File: src/rtl/hc595_frame_receiver.sv
// HC595 link receiver: resynchronises DS/SH_CP/ST_CP, rebuilds 16-bit words,
// decodes segments to digits and keeps an 8-position frame buffer.
module hc595_frame_receiver #(
   parameter int SYNC_STAGES = 2,
   parameter int MIN_PULSE   = 2
) (
   input  logic        Clk,
   input  logic        Reset_n,
   input  logic        DS,
   input  logic        SH_CP,
   input  logic        ST_CP,
   output logic        word_valid,
   output logic [15:0] raw_word,
   output logic [31:0] digits,
   output logic [7:0]  dps,
   output logic        scan_done,
   output logic        frame_err,
   output logic        sel_err,
   output logic        code_err,
   output logic [15:0] word_cnt
);

   if (SYNC_STAGES < 2 || MIN_PULSE < 1) begin : g_bad_param
      $error("hc595_frame_receiver: SYNC_STAGES must be >=2, MIN_PULSE >=1");
   end

   logic [SYNC_STAGES-1:0] ds_s, sh_s, st_s;
   logic        sh_d, st_d, ds_q, sh_rise, st_rise;
   logic [15:0] sreg;
   logic [4:0]  bit_cnt;
   logic [7:0]  seen;
   logic [7:0]  seen_nxt;
   logic [2:0]  pos;
   logic [3:0]  dec;
   logic        one_low;

   function automatic logic [3:0] seg_decode(input logic [6:0] s);
      case (s)
         7'h7E:   seg_decode = 4'h0;
         7'h30:   seg_decode = 4'h1;
         7'h6D:   seg_decode = 4'h2;
         7'h79:   seg_decode = 4'h3;
         7'h33:   seg_decode = 4'h4;
         7'h5B:   seg_decode = 4'h5;
         7'h5F:   seg_decode = 4'h6;
         7'h70:   seg_decode = 4'h7;
         7'h7F:   seg_decode = 4'h8;
         7'h7B:   seg_decode = 4'h9;
         7'h01:   seg_decode = 4'hA;
         default: seg_decode = 4'hF;
      endcase
   endfunction

   // Candidate word is always the pre-shift sreg, matching the 74HC595 latch.
   always_comb begin
      pos = '0;
      for (int i = 0; i < 8; i++) begin
         if (!sreg[i]) pos = 3'(i);
      end
      one_low  = $onehot(~sreg[7:0]);
      dec      = seg_decode(sreg[14:8]);
      seen_nxt = seen | (8'd1 << pos);
   end

   always_ff @(posedge Clk) begin
      if (!Reset_n) begin
         ds_s    <= '0;
         sh_s    <= '0;
         st_s    <= '0;
         sh_d    <= 1'b0;
         st_d    <= 1'b0;
         ds_q    <= 1'b0;
         sh_rise <= 1'b0;
         st_rise <= 1'b0;
      end else begin
         ds_s    <= {ds_s[SYNC_STAGES-2:0], DS};
         sh_s    <= {sh_s[SYNC_STAGES-2:0], SH_CP};
         st_s    <= {st_s[SYNC_STAGES-2:0], ST_CP};
         sh_d    <= sh_s[SYNC_STAGES-1];
         st_d    <= st_s[SYNC_STAGES-1];
         ds_q    <= ds_s[SYNC_STAGES-1];
         sh_rise <= sh_s[SYNC_STAGES-1] & ~sh_d;
         st_rise <= st_s[SYNC_STAGES-1] & ~st_d;
      end
   end

   always_ff @(posedge Clk) begin
      if (!Reset_n) begin
         sreg       <= '0;
         bit_cnt    <= '0;
         seen       <= '0;
         raw_word   <= '0;
         digits     <= 32'hFFFF_FFFF;
         dps        <= '0;
         word_cnt   <= '0;
         word_valid <= 1'b0;
         scan_done  <= 1'b0;
         frame_err  <= 1'b0;
         sel_err    <= 1'b0;
         code_err   <= 1'b0;
      end else begin
         word_valid <= 1'b0;
         scan_done  <= 1'b0;
         frame_err  <= 1'b0;
         sel_err    <= 1'b0;
         code_err   <= 1'b0;
         if (sh_rise) sreg <= {sreg[14:0], ds_q};
         if (st_rise) begin
            bit_cnt <= sh_rise ? 5'd1 : 5'd0;
            if (bit_cnt != 5'd16) begin
               frame_err <= 1'b1;
            end else if (!one_low) begin
               sel_err <= 1'b1;
            end else begin
               digits[4*pos +: 4] <= dec;
               dps[pos]   <= sreg[15];
               raw_word   <= sreg;
               word_valid <= 1'b1;
               code_err   <= (dec == 4'hF);
               word_cnt   <= word_cnt + 16'd1;
               if (seen_nxt == 8'hFF) begin
                  scan_done <= 1'b1;
                  seen      <= '0;
               end else begin
                  seen <= seen_nxt;
               end
            end
         end else if (sh_rise && bit_cnt != 5'd31) begin
            bit_cnt <= bit_cnt + 5'd1;
         end
      end
   end

endmodule

File: config.mk
export PLATFORM = sky130hd
export DESIGN_NAME = hc595_frame_receiver
export DESIGN_NICKNAME = d
export VERILOG_FILES = /design/src/rtl/hc595_frame_receiver.sv
export SDC_FILE = /design/constraint.sdc
export NUM_CORES = 1
export LEC_CHECK = 0
export BUFFER_PORTS_ARGS = -buffer_cell sky130_fd_sc_hd__buf_2
export CELL_PAD_IN_SITES_DETAIL_PLACEMENT = 0
export CELL_PAD_IN_SITES_GLOBAL_PLACEMENT = 1
export CORE_MARGIN = 2
export CORE_UTILIZATION = 44
export CTS_CLUSTER_DIAMETER = 200
export CTS_CLUSTER_SIZE = 28
export DETAILED_ROUTE_END_ITERATION = 10
export GPL_ROUTABILITY_DRIVEN = 0
export PLACE_DENSITY_LB_ADDON = 0.1
export SETUP_SLACK_MARGIN = 0.05
export SLEW_MARGIN = 0
export SYNTH_ARGS = -nofsm -noshare
export SYNTH_HDL_FRONTEND = slang
export SYNTH_SLANG_ARGS = --single-unit
File: constraint.sdc
create_clock -name Clk -period 9 [get_ports Clk]
set_input_delay 1.8 -clock Clk [delete_from_list [all_inputs] [get_ports Clk]]
set_output_delay 1.8 -clock Clk [all_outputs]
set_load 0.005 [all_outputs]
==> results.yml <==
critical_path:
  crit_path_top_delay_cell: "sky130_fd_sc_hd__or4_1"
  worstSetupStartpoint: "sreg[3]"
  rr_worst_depth: 13
  r2r-end: "digits[9]"
  critPathKind: "register to register"
  worst_setup_path_endpoint: "digits[9]"
  r2r-start: "sreg[3]"
  setup.worst_path.start_class: "register"
  timing.critical_path.mode_cell: "sky130_fd_sc_hd__fa_1"
  cells_along_the_critical_path: "fa_1 > inv_1 > fa_1 > fa_1 > ha_1 > inv_1 > fa_1 > a211o_1 > a2111o_1 > buf_4 > or4_1 > nor3_2 > a31oi_1"
  crit_path_end_kind: "register"
  timing.critical_path.fanout_max: 41
  worstPathRequired_ns: 9.26
  worstPathArrival_ns: 5.02
  reg2reg_setup_slack_ns: 4.24
  timing.critical_path.slowest_cell_delay_ns: 0.69
grt:
  use_met2_pct: 31.38
  grt_max_degree: 73
  grt_pass1_wl_microns: 20030
  use_met1_pct: 26.34
  grt-ovfl-total: 0
  vias_in_the_first_global_route: 4031
  groute.usage.overall_pct: 20.18
  grtUsageMet3_pct: 6.670
  antenna_found_initial: 0
  grt_most_used_layer: "met2"
drt:
  wirelength_routed_microns: 12290
  via_density_per_instance: 5.413
  first_pass_iters: 4
  post_detailed_route_count_of_antenna_violating_nets: 0
  vias_after_detailed_routing: 4336
  post-route-drc-count: 0
  drt_iter0_markers: 347
  wire_per_inst_microns: 15.34
synthesis:
  yosys.area_share.adder_pct: 4.790
  synth_top_family_by_area: "simple AND/OR/NAND/NOR gates"
  synth_cells: 574
  synth.yosys.warnings: 0
  synth_compound_gate_area_share_pct: 15.85
  synth_fp_nets: 596
  synth_seq_cells: 117
  ys_dominant_reg_cell: "sky130_fd_sc_hd__dfxtp_1"
  synthXorXnorAreaFrac_pct: 2.247
  post_synth_and_or_nand_nor_area_fraction_pct: 21.46
  yosys.cell_types.count: 59
  yosysSeqAreaShare_pct: 46.22
  syn_area_sq_um: 5067
  number_of_flops_mapped_to_enable_cells_by_yosys: 0
  post_synth.cell_area_avg_sq_um: 8.828
  synth_async_sr_flop_share_pct: 0
  synth.area.mux_share_pct: 5.160
pwr:
  logic_pwr_share_pct: 1.3
  p_sw_share_pct: 19.94
  power_switching_uw: 232.7
  intPower_uw: 934.4
  irDropWorstVdd_mv: 0.1568
  pwr-share-seq_pct: 44.8
  share_clk_of_total_power_pct: 53.9
  power-per-cell-area_nw_per_um2: 190.8
  cellLeakagePower_uw: 0.002378
cts:
  clock_tree.root_cell: "sky130_fd_sc_hd__clkbuf_16"
  clk_path_buf_depth: 2
  clk_latency_ns: 0.41
  clock_tree.htree_level_count: 4
  clk_transition_reported_paths_ns: 0.05
  postCtsHoldBufs: 0
  cts_resized: 0
  post_cts_buffers: 0
  cts-buffers-inserted: 17
  clock-sinks: 117
  cts_tree: "done"
finish:
  area_taken_by_multi_input_logic_gates_sq_um: 2509
  area.growth.synth_to_final_pct: 20.69
  finish.instance_area_sq_um: 6116
  num-fill-cells: 1061
  antennaDiodeCount: 0
  seqCellArea_sq_um: 2342
  final_layout_size_suffix_gt1_share_pct: 18.84
  final_nets: 667
die:
  ios: 82
  rows: 39
  die_y_extent_microns: 111.3
  fp.coreArea_sq_um: 11320
  die_area_sq_um: 12390
  die_w_microns: 111.3
  initial_core_util_pct: 44.76
run:
  cap_violations: 0
min_path:
  timing.hold.worst.class: "register to register"
  min_from: "sh_d"
place:
  port_buffers: 81
  detailedPlacementHpwl_microns: 8250
  preCtsSetupSlack_ns: 4.250
  placedInstanceArea_sq_um: 5552
sta:
  final_hold_viol_count: 0
  worst_slew_pin_slew_ns: 1.067
  finalCriticalPeriod_ns: 4.761
  setup_total_negative_slack_ns: 0
  grt_setup_unrepaired: "false"
  finalCritPeriodShare_pct: 52.90
  max_slew_violation_count: 0
  relSlewSlack_pct: 28.75
  max_freq_mhz: 210.0
  final_critical_path_setup_slack_ns: 4.239
  setup_viol_count_final: 0
  worst_clock_skew_ns: 0.008956
outcome:
  run_status: "completed"
==> final cells by class <==
cell class / instances / area share (%)
tap: 143 / 2.926
clock inverter: 2 / 0.1637
inverter: 23 / 1.412
timing repair buffer: 85 / 7.119
clock buffer: 30 / 9.063
multi-input combinational: 401 / 41.02
sequential: 117 / 38.30
==> logic make-up after synthesis <==
group                    Yosys count
buffers and inverters             56
XOR/XNOR                          13
AND/OR/NAND/NOR                  221
flip-flops                       117
AO/OA/AOI/OAI                    124
adder cells (fa/ha/maj)           17
multiplexers                      26
==> per-layer routing <==
metal  share of wire [%]  routed length, microns
met4                 1.6                     199
met5                   0                       0
met2                  46                    5698
met3                 4.0                     490
met1                  48                    5901
==> power groups by stage <==
stage          Combinational, uW  Clock, uW  Sequential, uW
2_1_floorplan               11.2          0             532
3_3_place_gp                14.8          0             533
3_5_place_dp                15.1          0             533
4_1_cts                     15.1        642             522
5_1_grt                     16.4        665             522
6_report                    14.9        630             523
==> state kept, by name, summed over array words and instances, names as in the netlist <==
signal,count
code_err,1
ds_s,2
seen,8
raw_word,16
sh_rise,1
st_s,2
word_cnt,16
st_rise,1
bit_cnt,5
frame_err,1
st_d,1
sh_d,1
sel_err,1
sreg,16
word_valid,1
ds_q,1
digits,32
sh_s,2
scan_done,1
dps,8
==> metrics by stage <==
| stage | hold WS, ns | power (uW) | instances | utilization [%] |
|---|---|---|---|---|
| after floorplan | 0.3674 | 543.1 | 574 | - |
| after global placement | 0.3763 | 548.0 | 769 | 49.04 |
| after detailed placement | 0.3757 | 548.2 | 769 | 49.04 |
| after CTS | 0.3791 | 1180 | 801 | 54.02 |
| after global routing | 0.3891 | 1204 | 801 | 54.02 |
| final | 0.3795 | 1167 | 801 | 54.02 |
==> worst min path at each step <==
stage	end	slack [ns]	depth (start not counted)
2_1_floorplan	sh_rise	0.37	1
3_3_place_gp	st_rise	0.38	1
3_5_place_dp	sh_rise	0.38	1
4_1_cts	sh_rise	0.38	1
5_1_grt	st_rise	0.39	1
6_report	sh_rise	0.38	1
==> synthesized netlist by cell type (all sizes together) (10+ instances only) <==
master | n | share of area, %
a21oi | 53 | 5.2
inv | 22 | 1.6
nor2 | 57 | 4.4
o211ai | 12 | 1.8
mux2i | 25 | 4.9
clkbuf | 27 | 2.0
a31oi | 10 | 1.2
o21ai | 16 | 1.6
and2 | 11 | 1.4
nand2 | 64 | 4.7
nand3 | 14 | 1.4
dfxtp | 117 | 46
ha | 13 | 3.2
nor3 | 13 | 1.4
==> critical path: cells and delay by family, from the launching register on <==
kind / cells / cell delay (ns)
adders and majority gates: 5 / 1.92
AOI/OAI and AO/OA: 3 / 0.90
buffers and inverters: 3 / 0.40
DFF: 1 / 0.46
and+or+nand+nor: 2 / 0.92
==> cells in the final DEF, fill, tap and decap left out, types with 8 or more instances in the layout <==
cell	n
sky130_fd_sc_hd__clkbuf_16	17
sky130_fd_sc_hd__nor2_1	56
sky130_fd_sc_hd__nand2b_1	9
sky130_fd_sc_hd__nor3_1	12
sky130_fd_sc_hd__buf_2	81
sky130_fd_sc_hd__and2_1	11
sky130_fd_sc_hd__inv_1	21
sky130_fd_sc_hd__ha_1	13
sky130_fd_sc_hd__or3_1	8
sky130_fd_sc_hd__a21oi_1	53
sky130_fd_sc_hd__clkbuf_8	8
sky130_fd_sc_hd__nand2_1	64
sky130_fd_sc_hd__nand4_1	9
sky130_fd_sc_hd__mux2i_1	25
sky130_fd_sc_hd__nor4_1	9
sky130_fd_sc_hd__dfxtp_1	117
sky130_fd_sc_hd__o211ai_1	12
sky130_fd_sc_hd__o21ai_0	14
sky130_fd_sc_hd__a31oi_1	10
sky130_fd_sc_hd__nand3_1	14
Power figures use the tool's default switching activity.
